--- src/rtl/nw_pkg.sv ---
// Shared types and helpers for the Needleman-Wunsch fill datapath.
package nw_pkg;

    localparam int SCORE_W = 32;

    typedef logic signed [SCORE_W-1:0] score_t;

    typedef enum logic [2:0] {
        ST_IDLE,
        ST_INIT,
        ST_ISSUE,
        ST_CAPTURE,
        ST_DONE
    } nw_state_t;

    // n * gap by shift-and-add. Only used for the degenerate single-row or
    // single-column matrices, where there are no PE cycles to accumulate over.
    function automatic score_t scale_gap(input score_t gap, input logic [15:0] n);
        score_t acc;
        acc = '0;
        for (int k = 0; k < 16; k++) begin
            if (n[k]) begin
                acc = acc + (gap <<< k);
            end
        end
        return acc;
    endfunction

endpackage

--- src/rtl/nw_row_buffer.sv ---
// Previous-row score store: one combinational read port, one synchronous
// write port. A read of the index being written returns the old contents.
module nw_row_buffer
    import nw_pkg::*;
#(
    parameter int DEPTH  = 17,
    parameter int ADDR_W = 5
) (
    input  logic              clk,
    input  logic              we,
    input  logic [ADDR_W-1:0] waddr,
    input  score_t            wdata,
    input  logic [ADDR_W-1:0] raddr,
    output score_t            rdata
);

    score_t mem [DEPTH];

    // Write port; contents are fully rewritten by the INIT sweep of every run.
    // NOTE: storage is deliberately not reset -- every entry is written before it is read, and a reset would turn the array into flops with a huge reset fan-out.
    always_ff @(posedge clk) begin
        if (we) begin
            mem[waddr] <= wdata;
        end
    end

    assign rdata = mem[raddr];

endmodule

--- src/rtl/nw_fill_scheduler.sv ---
// Row-major Needleman-Wunsch matrix fill sequencer driving one PE with a
// fixed one-cycle latency. Column 0 of each row is tracked in a running
// boundary register; columns 1..len_b of the previous row live in the buffer.
module nw_fill_scheduler
    import nw_pkg::*;
#(
    parameter int MAX_LEN = 16,
    parameter int IDX_W   = $clog2(MAX_LEN + 1)
) (
    input  logic                      clk,
    input  logic                      reset,
    input  logic                      start,
    input  logic [IDX_W-1:0]          len_a,
    input  logic [IDX_W-1:0]          len_b,
    input  logic signed [SCORE_W-1:0] gap_penalty,
    output logic [IDX_W-1:0]          seq_a_addr,
    output logic [IDX_W-1:0]          seq_b_addr,
    output logic                      pe_start,
    output logic signed [SCORE_W-1:0] pe_prev_diagonal,
    output logic signed [SCORE_W-1:0] pe_prev_horizontal,
    output logic signed [SCORE_W-1:0] pe_prev_vertical,
    input  logic signed [SCORE_W-1:0] pe_next,
    output logic                      busy,
    output logic                      done,
    output logic                      err,
    output logic signed [SCORE_W-1:0] score
);

    localparam logic [IDX_W-1:0] MAX_IDX = IDX_W'(MAX_LEN);
    localparam logic [IDX_W-1:0] ONE_IDX = IDX_W'(1);

    nw_state_t        state;
    logic [IDX_W-1:0] lat_a;
    logic [IDX_W-1:0] lat_b;
    score_t           gap;
    logic [IDX_W-1:0] i;
    logic [IDX_W-1:0] j;
    score_t           acc;    // j*gap during the INIT sweep
    score_t           bnd;    // H[i][0] of the current row
    score_t           diag;   // H[i-1][j-1] for the next issue
    score_t           left;   // H[i][j-1] for the next issue

    logic             buf_we;
    score_t           buf_wdata;
    score_t           buf_rdata;

    nw_row_buffer #(
        .DEPTH  (MAX_LEN + 1),
        .ADDR_W (IDX_W)
    ) u_row_buffer (
        .clk   (clk),
        .we    (buf_we),
        .waddr (j),
        .wdata (buf_wdata),
        .raddr (j),
        .rdata (buf_rdata)
    );

    // Row buffer write: boundary row during INIT, PE result during CAPTURE.
    // NOTE: every signal assigned here gets a default first, so no path leaves it unassigned and no latch is inferred.
    always_comb begin
        buf_we    = 1'b0;
        buf_wdata = acc;
        case (state)
            ST_INIT:    buf_we = 1'b1;
            ST_CAPTURE: begin
                buf_we    = 1'b1;
                buf_wdata = pe_next;
            end
            default: ;
        endcase
    end

    assign pe_prev_diagonal   = diag;
    assign pe_prev_horizontal = left;
    assign pe_prev_vertical   = pe_start ? buf_rdata : '0;

    // Fill sequencer: IDLE -> INIT sweep -> ISSUE/CAPTURE per cell -> DONE.
    // NOTE: all state here uses non-blocking assignment so every register sees pre-edge values, independent of statement order.
    always_ff @(posedge clk) begin
        if (reset) begin
            state      <= ST_IDLE;
            lat_a      <= '0;
            lat_b      <= '0;
            gap        <= '0;
            i          <= '0;
            j          <= '0;
            acc        <= '0;
            bnd        <= '0;
            diag       <= '0;
            left       <= '0;
            seq_a_addr <= '0;
            seq_b_addr <= '0;
            pe_start   <= 1'b0;
            busy       <= 1'b0;
            done       <= 1'b0;
            err        <= 1'b0;
            score      <= '0;
        end else begin
            pe_start <= 1'b0;
            done     <= 1'b0;
            case (state)
                ST_IDLE: begin
                    if (start) begin
                        lat_a <= len_a;
                        lat_b <= len_b;
                        gap   <= gap_penalty;
                        err   <= 1'b0;
                        score <= '0;
                        if (len_a > MAX_IDX || len_b > MAX_IDX) begin
                            err   <= 1'b1;
                            done  <= 1'b1;
                            state <= ST_DONE;
                        end else begin
                            busy  <= 1'b1;
                            j     <= '0;
                            acc   <= '0;
                            state <= ST_INIT;
                        end
                    end
                end

                ST_INIT: begin
                    if (j == lat_b) begin
                        if (lat_a == '0 || lat_b == '0) begin
                            score <= scale_gap(gap, 16'(lat_a) + 16'(lat_b));
                            busy  <= 1'b0;
                            done  <= 1'b1;
                            state <= ST_DONE;
                        end else begin
                            i          <= ONE_IDX;
                            j          <= ONE_IDX;
                            diag       <= '0;
                            left       <= gap;
                            bnd        <= gap;
                            seq_a_addr <= '0;
                            seq_b_addr <= '0;
                            pe_start   <= 1'b1;
                            state      <= ST_ISSUE;
                        end
                    end else begin
                        j   <= j + ONE_IDX;
                        acc <= acc + gap;
                    end
                end

                ST_ISSUE: begin
                    state <= ST_CAPTURE;
                end

                ST_CAPTURE: begin
                    diag <= buf_rdata;
                    left <= pe_next;
                    if (j != lat_b) begin
                        j          <= j + ONE_IDX;
                        seq_b_addr <= j;
                        pe_start   <= 1'b1;
                        state      <= ST_ISSUE;
                    end else if (i != lat_a) begin
                        i          <= i + ONE_IDX;
                        j          <= ONE_IDX;
                        diag       <= bnd;
                        left       <= bnd + gap;
                        bnd        <= bnd + gap;
                        seq_a_addr <= i;
                        seq_b_addr <= '0;
                        pe_start   <= 1'b1;
                        state      <= ST_ISSUE;
                    end else begin
                        score <= pe_next;
                        busy  <= 1'b0;
                        done  <= 1'b1;
                        state <= ST_DONE;
                    end
                end

                ST_DONE: begin
                    state <= ST_IDLE;
                end

                default: begin
                    state <= ST_IDLE;
                end
            endcase
        end
    end

endmodule

--- config.mk ---
export PLATFORM = sky130hd
export DESIGN_NAME = nw_fill_scheduler
export DESIGN_NICKNAME = d
export VERILOG_FILES = /design/src/rtl/nw_pkg.sv /design/src/rtl/nw_row_buffer.sv /design/src/rtl/nw_fill_scheduler.sv
export SDC_FILE = /design/constraint.sdc
export NUM_CORES = 2
export LEC_CHECK = 0
export BUFFER_PORTS_ARGS = -buffer_cell sky130_fd_sc_hd__buf_2
export CAP_MARGIN = 0
export CELL_PAD_IN_SITES_DETAIL_PLACEMENT = 1
export CELL_PAD_IN_SITES_GLOBAL_PLACEMENT = 2
export CORE_MARGIN = 3
export CORE_UTILIZATION = 45
export CTS_CLUSTER_SIZE = 16
export DETAILED_ROUTE_END_ITERATION = 10
export PLACE_DENSITY_LB_ADDON = 0.1
export SLEW_MARGIN = 20
export SYNTH_ARGS = -nofsm -noshare
export SYNTH_HDL_FRONTEND = slang
export SYNTH_HIERARCHICAL = 1
export SYNTH_SLANG_ARGS = --single-unit
--- constraint.sdc ---
create_clock -name clk -period 23.5 [get_ports clk]
set_input_delay 2.35 -clock clk [delete_from_list [all_inputs] [get_ports clk]]
set_output_delay 2.35 -clock clk [all_outputs]
set_load 0.02 [all_outputs]
==> impl_results.md <==
- Worst skew pair latency: 0.69 ns
- Drt drc: 0
- Worst Skew: ~0.052 ns
- EDFF count, synth: 544
- Post-synthesis register bit count: 773
- Most frequent CP cell: a21oi_1
- Post-CTS setup buffers: 0
- Worst Hold Depth: 2
- Net count after synthesis: ~4300
- Maximum number of pins on one net before global-route repair: 130
- HP Start: pe_prev_horizontal[22]
- Worst vdd ir: 65.3 uV
- Hold/Removal Path Class: reg -> reg
- Compound-Gate Fraction of Synth Area: roughly 17%
- TNS Setup: 0 ns
- Post-CTS Resized: 0
- DR WL/cell: 30.1 um
- Unrepaired setup endpoints after global routing: no
- Relative slew slack: 22.7%
- Req. time, crit path: 24.03 ns
- Worst path bufs/invs: 2
- GRT Total Usage: 32.8%
- DR WL met3: 14.1 mm
- Synth Area in Adders: 6.59%
- CTS max path bufs: 3
- Hold Path End: pe_prev_horizontal[22]
- F_max: 87.0 MHz
- Wire length of the first global-routing pass: 239 mm
- DIE AREA: around 100000 um2
- Clock Power Share: 39.7%
- Crit path capture type: flop
- Clk sinks: 773
- Register area share after synthesis: 48.2%
- Fin Hold WS: about 0.45 ns
- Metal2 WL: approximately 72 mm
- Clk slew on worst S/H paths: 0.06 ns
- Die H: 317 um
- Worst slew pin tran: between 1 and 1.5 ns
- ANT nets after route: 0
- Fin nets: between 4000 and 5000
- Synth Cell Area: 43400 um2
- Flop pwr share: 43.3%
- Post-layout min period: 11.49 ns
- Max Slew Vio Count: 0
- Crit-path leading delay family: compound AO/OA/AOI/OAI gates
- Initial Util: 45.6%
- Internal Power: between 2000 and 2500 uW
- Critical Path AT: 12.02 ns
- Worst r2r path cells: 52
- Simple-gate area share of the yosys netlist: approximately 13%
- Most common cell after layout, fill and taps aside: edfxtp_1
- Setup violators final: 0
- GP Congestion: 0.919
- Via density: 6.31
- Area Overhead vs Synth: 12.3%
- Root buffer cell: clkbuf_16
- CP max stage delay: 0.58 ns
- Status: finished, final reports clean
- Area leader, netlist: edfxtp_1
- Syn avg cell area: 10.8 um2
- Final period utilization: 48.9%
- XOR/XNOR Fraction of Synth Area: 3.52%
- WS Path Type: reg -> reg
- Post-DP HPWL: 115 mm
- RR Endpoint: score[30]
- Fraction of registers with async set or reset after synthesis: 0%
- P_sw: 987 uW
- Port Buffers: approximately 220
- Core area: ~95000 um2
- Synth Flop Type: edfxtp_1
- First-pass DRT Iterations: 7
- Pwr per Cell Area: 69.4 nW/um2
- Initial DRC Count: 3701
- Multiplexer share of the synthesized area: 8.53%
- Initial antenna violation count: 6
- Final hold viol count: 0
- Most frequent cells in the layout: edfxtp_1, nand2_1, a21oi_1, nor2_1, dfxtp_1
- M1 WL: between 70 and 80 mm
- Crit start category: flop
- Reg2reg setup slack: 12.01 ns
- Grt ovf: 0
- Comb pwr share: 17.0%
- Max Cap Violations: 0
- Core Rows: 113
- I/O pin cnt: 219
- Largest family of logic cells by synthesized area: compound AO/OA/AOI/OAI gates
- Ranking of synthesized cells by area: edfxtp_1, dfxtp_1, mux4_2
- CTS tree: built
- Htree depth: 3
- Cts bufs inserted: 84
- Die Width: between 300 and 400 um
- CP max stage cell: a211oi_1
- Detailed Route WL: around 170 mm
- Vias in the first global route: 34300
- Layout cell share with drive strength beyond 1: 16.1%
- Yosys warns: 6
- Total number of vias: 35000
- Sw Ratio: slightly below 30%
- RR Startpoint: lat_a[0]
- Highest routed metal layer: met5
- Post-synth top area share: 37.6%
- Syn Inst Count: 4015
- Cts-stage hold buffer count: 0
- Crit-path max FO: 44
- Distinct cell type count after synthesis: 97
- Leakage: 0.0183 uW
per-stage QoR:
stage                     util (%)  setup slack [ns]  total power (uW)  instances  area (um2)
after floorplan                  -             13.64              1860       4015       43400
after global placement        48.2             12.41              2060       5382       46000
after detailed placement      48.2             12.15              2060       5382       46000
after CTS                     51.2             12.14              3400       5537       48800
after global routing          51.2             11.13              3510       5537       48800
final                         51.2             12.01              3390       5538       48800
synthesized netlist by cell type (all sizes together), types with 42 or more instances:
cell type / count
nand2: 505
nor3: 76
a211oi: 42
a21oi: 359
dfxtp: 229
o22ai: 44
and2: 74
mux2i: 57
a21o: 118
clkbuf: 134
a221oi: 60
o21a: 45
nor2: 313
mux4: 128
inv: 84
a31oi: 50
xor2: 56
ha: 215
o21ai: 163
buf: 76
edfxtp: 544
xnor2: 116
nand3: 66
sequential cells by signal, indices dropped and copies added (netlist names), 3 cells and up:
signal / flops
acc: 32
bnd: 32
gap: 32
i: 5
j: 5
lat_a: 5
lat_b: 5
pe_prev_diagonal: 32
pe_prev_horizontal: 32
score: 32
seq_a_addr: 5
seq_b_addr: 5
state: 3
u_row_buffer/mem: 544
power groups by stage:
| stage | registers [uW] | logic, uW | clock network, uW |
|---|---|---|---|
| global placement | 1500 | 559 | 0 |
| finish | 1470 | 576 | 1340 |
| CTS | 1470 | 566 | 1360 |
| floorplan | 1510 | 357 | 0 |
| detailed placement | 1500 | 563 | 0 |
| global route | 1470 | 621 | 1420 |
area by class of cell:
| cell class | instances | area, um2 |
|---|---|---|
| Fill cell | 10300 | 46500 |
| Multi-Input combinational cell | 2948 | 21300 |
| Antenna cell | 1 | 2.50 |
| Timing Repair Buffer | 312 | 1820 |
| Sequential cell | 773 | 20900 |
| Tap cell | 1265 | 1580 |
| Clock inverter | 49 | 556 |
| Inverter | 84 | 315 |
| Clock buffer | 106 | 2250 |
worst max-delay path by stage:
stage	from	endpoint	cells after the start
floorplan	lat_a[0]	score[30]	57
global placement	gap[1]	score[30]	49
detailed placement	gap[1]	score[30]	49
CTS	gap[1]	score[30]	49
global route	gap[1]	score[30]	49
finish	lat_a[0]	score[30]	52
cell families (layout without fill, tap and decap cells):
| family | count (synthesis) | after routing |
|---|---|---|
| adder cells (fa/ha/maj) | 224 | 224 |
| buffers and inverters | 294 | 551 |
| XOR/XNOR | 173 | 173 |
| AND/OR/NAND/NOR | 1233 | 1233 |
| flip-flops | 773 | 773 |
| multiplexers | 204 | 204 |
| other | 0 | 1 |
| AO/OA/AOI/OAI | 1114 | 1114 |
layer usage:
metal / vias to the layer above / GRT usage (%)
met4: 8 / 9.97
met1: 17700 / 48.6
met2: 1479 / 49.2
met3: 239 / 5.38
met5: - / 0
li1: 15500 / -
worst register-to-register path: cells and delay by family, from the launching register on:
kind	cells	cell delay (ns)
buffers and inverters	2	0.50
DFF	1	0.35
adders and majority gates	6	1.96
muxes	1	0.28
xor gates and xnor gates	3	0.44
AOI/OAI and AO/OA	29	6.06
and+or+nand+nor	11	1.77
(Power assumes the default switching activity.)
